==> config.mk <==
export PLATFORM = sky130hd
export DESIGN_NAME = axis_frame_length_filter
export DESIGN_NICKNAME = d
export VERILOG_FILES = /design/src/rtl/axis_frame_length_filter.sv
export SDC_FILE = /design/constraint.sdc
export NUM_CORES = 1
export LEC_CHECK = 0
export CAP_MARGIN = 0
export CORE_MARGIN = 2
export CORE_UTILIZATION = 45
export CTS_CLUSTER_DIAMETER = 40
export DETAILED_ROUTE_END_ITERATION = 10
export HOLD_SLACK_MARGIN = 0.08
export PLACE_DENSITY = 0.78
export SLEW_MARGIN = 20
export SYNTH_ARGS = -nofsm -noshare
export SYNTH_HDL_FRONTEND = slang
export SYNTH_SLANG_ARGS = --single-unit
==> constraint.sdc <==
create_clock -name clk -period 3.8 [get_ports clk]
set_input_delay 0.76 -clock clk [delete_from_list [all_inputs] [get_ports clk]]
set_output_delay 0.76 -clock clk [all_outputs]
set_load 0.01 [all_outputs]
==> src/rtl/axis_frame_length_filter.sv <==
// AXI-Stream frame length filter: counts beats per frame, truncates frames at
// length_max, flags undersize/truncated frames on tuser and emits per-frame status.
module axis_frame_length_filter #(
  parameter int   DATA_WIDTH           = 8,
  parameter int   LEN_WIDTH            = 16,
  parameter logic USER_BAD_FRAME_VALUE = 1'b1
) (
  input  logic                  clk,
  input  logic                  rst,
  input  logic [DATA_WIDTH-1:0] input_axis_tdata,
  input  logic                  input_axis_tvalid,
  output logic                  input_axis_tready,
  input  logic                  input_axis_tlast,
  input  logic                  input_axis_tuser,
  output logic [DATA_WIDTH-1:0] output_axis_tdata,
  output logic                  output_axis_tvalid,
  input  logic                  output_axis_tready,
  output logic                  output_axis_tlast,
  output logic                  output_axis_tuser,
  input  logic [LEN_WIDTH-1:0]  length_min,
  input  logic [LEN_WIDTH-1:0]  length_max,
  output logic [LEN_WIDTH-1:0]  frame_len,
  output logic                  frame_len_valid,
  output logic                  error_undersize,
  output logic                  error_oversize
);

  typedef enum logic {
    TRANSFER = 1'b0,
    DROP     = 1'b1
  } state_t;

  state_t                state_reg, state_next;
  logic [LEN_WIDTH-1:0]  count_reg, count_next;
  logic [LEN_WIDTH-1:0]  min_reg, min_next;
  logic [LEN_WIDTH-1:0]  max_reg, max_next;

  logic [DATA_WIDTH-1:0] tdata_reg, tdata_next;
  logic                  tvalid_reg, tvalid_next;
  logic                  tlast_reg, tlast_next;
  logic                  tuser_reg, tuser_next;

  logic [LEN_WIDTH-1:0]  frame_len_reg, frame_len_next;
  logic                  frame_len_valid_reg, frame_len_valid_next;
  logic                  undersize_reg, undersize_next;
  logic                  oversize_reg, oversize_next;

  logic                  accept;
  logic                  first_beat;
  logic [LEN_WIDTH-1:0]  beat_n;
  logic [LEN_WIDTH-1:0]  lim_min;
  logic [LEN_WIDTH-1:0]  lim_max;
  logic                  undersize;
  logic                  truncate;

  // Ready depends only on state and the output register, never on tvalid.
  assign input_axis_tready = (state_reg == DROP) || output_axis_tready || !tvalid_reg;
  assign accept            = input_axis_tvalid && input_axis_tready;

  // On beat 1 the live limits apply; afterwards the values latched at beat 1.
  assign first_beat = (count_reg == '0);
  assign lim_min    = first_beat ? length_min : min_reg;
  assign lim_max    = first_beat ? length_max : max_reg;

  // Counter saturates at all-ones when no limit stops a runaway frame.
  assign beat_n = (&count_reg) ? count_reg : count_reg + LEN_WIDTH'(1);

  assign undersize = input_axis_tlast && (lim_min != '0) && (beat_n < lim_min);
  assign truncate  = !input_axis_tlast && (lim_max != '0) && (beat_n == lim_max);

  always_ff @(posedge clk) begin
    if (rst) begin
      state_reg           <= TRANSFER;
      count_reg           <= '0;
      min_reg             <= '0;
      max_reg             <= '0;
      tdata_reg           <= '0;
      tvalid_reg          <= 1'b0;
      tlast_reg           <= 1'b0;
      tuser_reg           <= 1'b0;
      frame_len_reg       <= '0;
      frame_len_valid_reg <= 1'b0;
      undersize_reg       <= 1'b0;
      oversize_reg        <= 1'b0;
    end else begin
      state_reg           <= state_next;
      count_reg           <= count_next;
      min_reg             <= min_next;
      max_reg             <= max_next;
      tdata_reg           <= tdata_next;
      tvalid_reg          <= tvalid_next;
      tlast_reg           <= tlast_next;
      tuser_reg           <= tuser_next;
      frame_len_reg       <= frame_len_next;
      frame_len_valid_reg <= frame_len_valid_next;
      undersize_reg       <= undersize_next;
      oversize_reg        <= oversize_next;
    end
  end

  always_comb begin
    state_next           = state_reg;
    count_next           = count_reg;
    min_next             = min_reg;
    max_next             = max_reg;
    tdata_next           = tdata_reg;
    tvalid_next          = tvalid_reg && !output_axis_tready;
    tlast_next           = tlast_reg;
    tuser_next           = tuser_reg;
    frame_len_next       = frame_len_reg;
    frame_len_valid_next = 1'b0;
    undersize_next       = 1'b0;
    oversize_next        = 1'b0;

    case (state_reg)
      TRANSFER: begin
        if (accept) begin
          if (first_beat) begin
            min_next = length_min;
            max_next = length_max;
          end
          tdata_next  = input_axis_tdata;
          tvalid_next = 1'b1;
          tlast_next  = input_axis_tlast || truncate;
          count_next  = beat_n;
          if (input_axis_tlast) begin
            tuser_next           = input_axis_tuser || undersize;
            count_next           = '0;
            frame_len_next       = beat_n;
            frame_len_valid_next = 1'b1;
            undersize_next       = undersize;
          end else if (truncate) begin
            tuser_next           = USER_BAD_FRAME_VALUE;
            frame_len_next       = beat_n;
            frame_len_valid_next = 1'b1;
            oversize_next        = 1'b1;
            state_next           = DROP;
          end else begin
            tuser_next = input_axis_tuser;
          end
        end
      end
      DROP: begin
        // Remainder of a truncated frame is swallowed without touching the output.
        if (accept && input_axis_tlast) begin
          count_next = '0;
          state_next = TRANSFER;
        end
      end
      default: begin
        state_next = TRANSFER;
      end
    endcase
  end

  assign output_axis_tdata  = tdata_reg;
  assign output_axis_tvalid = tvalid_reg;
  assign output_axis_tlast  = tlast_reg;
  assign output_axis_tuser  = tuser_reg;
  assign frame_len          = frame_len_reg;
  assign frame_len_valid    = frame_len_valid_reg;
  assign error_undersize    = undersize_reg;
  assign error_oversize     = oversize_reg;

endmodule

==> impl_results.md <==
* Num CTS Buffers at 9
* Seq/Total Area, Yosys at 32.24%
* Arr. time, crit path at 3.77 ns
* GRT Util Overall at 26.30%
* Top-area cell type share of the netlist area at 32.24%
* Number of synthesized register bits at 79
* Post-route ant nets at 0
* Clock Tree Root: clkbuf_8
* Setup slack after layout at 0.2969 ns
* Relative slew slack at 46.35%
* Drt pass-1 iters at 5
* Synth unique cells at 58
* RePlAce Congestion at 0.9502
* Leading area contributor after synthesis: dfxtp_1
* Rows at 38
* CTS Hold Bufs at 0
* Synth Warn # at 0
* Synth Instances at 594
* Final Max Tran Viols at 0
* Critical path, cell by cell: nand4_1, nor4_1, mux2_2, ha_1, and3_1, nand4_1, nor2_1, a2111oi_1, and4_1, a21oi_1, a311oi_1
* First-pass GRT wire length at 23.91 mm
* Layout cells sized above 1 at 11.11%
* Final net count at 723
* Antenna violations before repair at 0
* Crit path max-delay cell type: dfxtp_1
* Post_cts resized at 0
* Synth Flop Type: dfxtp_1
* Largest net degree at the start of global routing at 62
* Vias in the first global route at 4633
* Worst VDD drop at 226.1 uV
* Critical path required time at 4.07 ns
* Final min period at 3.503 ns
* Die area at 11750 sq um
* 1st-iter DRT viols at 239
* Actual transition at the worst max-transition pin at 0.8039 ns
* Final period util at 92.19%
* Worst Skew at 0.01596 ns
* Core area at 10750 sq um
* Largest cells by area after synthesis: dfxtp_1, mux2i_1, nand2_1
* Pleak at 0.002168 uW
* Port-buffer cells at 76
* Status: completed
* Mean routed wirelength per cell at 18.66 um
* Final TNS setup at 0 ns
* Starting density of the core at 45.65%
* Drt total wl at 15.04 mm
* Sinks on Clock Net at 79
* Final Hold Fails at 0
* HPWL Detailed at 11.31 mm
* Post-CTS Setup Repair Bufs at 0
* Unrepaired setup endpoints after global routing: no
* Setup WS pre-CTS at 0.2669 ns
* Die Ht at 108.4 um
* Fmax achieved at 285.5 MHz
* Total number of vias at 4774
* Die Span X at 108.4 um
* Clock-pin transition on the worst setup and hold timing paths at 0.10 ns
* Post-Synthesis Cell Area at 4905 sq um
* Most frequent CP cell: nand4_1
* Deepest level of the CTS H-tree at 3
* Hold crit path type: reg -> reg
* Largest stage delay, worst path at 0.53 ns
* Post-Synthesis Net Count at 656
* Fillers at 1026
* Power Density at 314.2 nW/um^2
* Worst setup SP type: register
* CP delay by family, top: simple AND/OR/NAND/NOR gates
* Share of synthesized flip-flops with an asynchronous set or reset at 0%
* Post-route DRC at 0
* CP Capture Type: register
* Maxcap violations at 0
* Final setup fails at 0
* Critical path type: reg -> reg
* Clock insertion delay at the later pin of the skew report at 0.36 ns
* Syn Area/Cell at 8.257 sq um
* Maximum root-to-sink buffer count at 2
* Post-synth EDFFs at 0
* N_diodes at 0
* TritonCTS clock tree: done
* GRT overflow at 0
* Ports at 77
* Layout area overhead at 23.04%
* Vias per inst at 5.923
* Crit-path max FO at 9
* Critical path buffers and inverters at 0
-- cell usage after synthesis (4+ instances only) --
master,instances
nor2_1,47
a211oi_1,23
nor3b_1,15
nand3_1,14
mux2i_1,33
and4_1,5
a21o_1,5
a22oi_2,8
o311ai_1,5
o21ai_0,9
dfxtp_1,79
nand2_1,81
nor4_1,17
buf_2,12
o21ai_1,4
o311ai_2,7
inv_1,10
xnor2_1,6
mux2_2,4
nor3_1,18
nand2b_1,13
and3_1,11
nand4_1,14
buf_6,4
xor2_1,10
a21oi_1,46
ha_1,16
a22oi_1,14
clkbuf_1,25
-- cell type report --
cell class	count	area, sq um	share of cell area, %
repair buffers	99	940.9	15.59
flip-flops and latches	79	1584	26.25
multi-input cells	462	3092	51.23
well taps	140	175.2	2.903
clock inverters	6	67.56	1.120
clock buffers	10	137.6	2.281
inverters	10	37.54	0.6220
-- per-stage QoR --
stage / cells / power, uW / cell area [sq um] / util [%] / hold slack [ns]
global placement: 790 / 1236 / 5821 / 54.17 / 0.4421
floorplan: 594 / 1104 / 4908 / - / 0.4458
CTS: 806 / 1896 / 6028 / 56.10 / 0.4593
global route: 806 / 1974 / 6035 / 56.16 / 0.4780
detailed placement: 790 / 1245 / 5823 / 54.19 / 0.4473
finish: 806 / 1896 / 6035 / 56.16 / 0.4594
-- worst paths after layout --
| kind | from | endpoint | slack (ns) | depth (start not counted) |
|---|---|---|---|---|
| max | count_reg[2] | output_axis_tuser | 0.30 | 11 |
| min | output_axis_tdata[1] | output_axis_tdata[1] | 0.46 | 2 |
| max reg2reg | count_reg[2] | output_axis_tuser | 0.30 | 11 |
| min reg2reg | output_axis_tdata[1] | output_axis_tdata[1] | 0.46 | 2 |
-- per-layer routing --
layer	global-route usage (%)	up-vias	wire length [um]
li1	-	2327	-
met1	32.77	2244	6492
met2	44.38	162	7291
met4	11.72	0	469
met3	4.521	41	787
met5	0	-	0
-- kinds of logic after synthesis --
| logic type | after synthesis | share of synthesized area, % |
|---|---|---|
| flip-flops | 79 | 32.24 |
| adder cells (fa/ha/maj) | 16 | 4.082 |
| buffers and inverters | 53 | 5.051 |
| multiplexers | 37 | 7.653 |
| AO/OA/AOI/OAI | 137 | 20.51 |
| AND/OR/NAND/NOR | 253 | 26.22 |
| XOR/XNOR | 19 | 4.235 |
-- worst reg2reg max path: stages, from the launching register on --
cell       delay [ns]
dfxtp_1          0.53
nand4_1          0.32
nor4_1           0.45
mux2_2           0.49
ha_1             0.30
and3_1           0.18
nand4_1          0.15
nor2_1           0.07
a2111oi_1        0.35
and4_1           0.26
a21oi_1          0.07
a311oi_1         0.25
-- cell usage in the layout (no fill, tap or decap), types with 16 or more instances in the layout --
cell / n
nand2_1: 81
buf_4: 22
a21oi_1: 46
nor3_1: 17
ha_1: 16
clkdlybuf4s50_1: 75
mux2i_1: 33
a211oi_1: 23
nor4_1: 17
nor2_1: 45
dfxtp_1: 77
-- power breakdown --
group          internal (uW)  switching, uW  total, uW
Combinational            153            182        336
Sequential               866           28.2        894
Clock                    324            342        666
Total                   1340            553       1900
(Power assumes the default switching activity.)
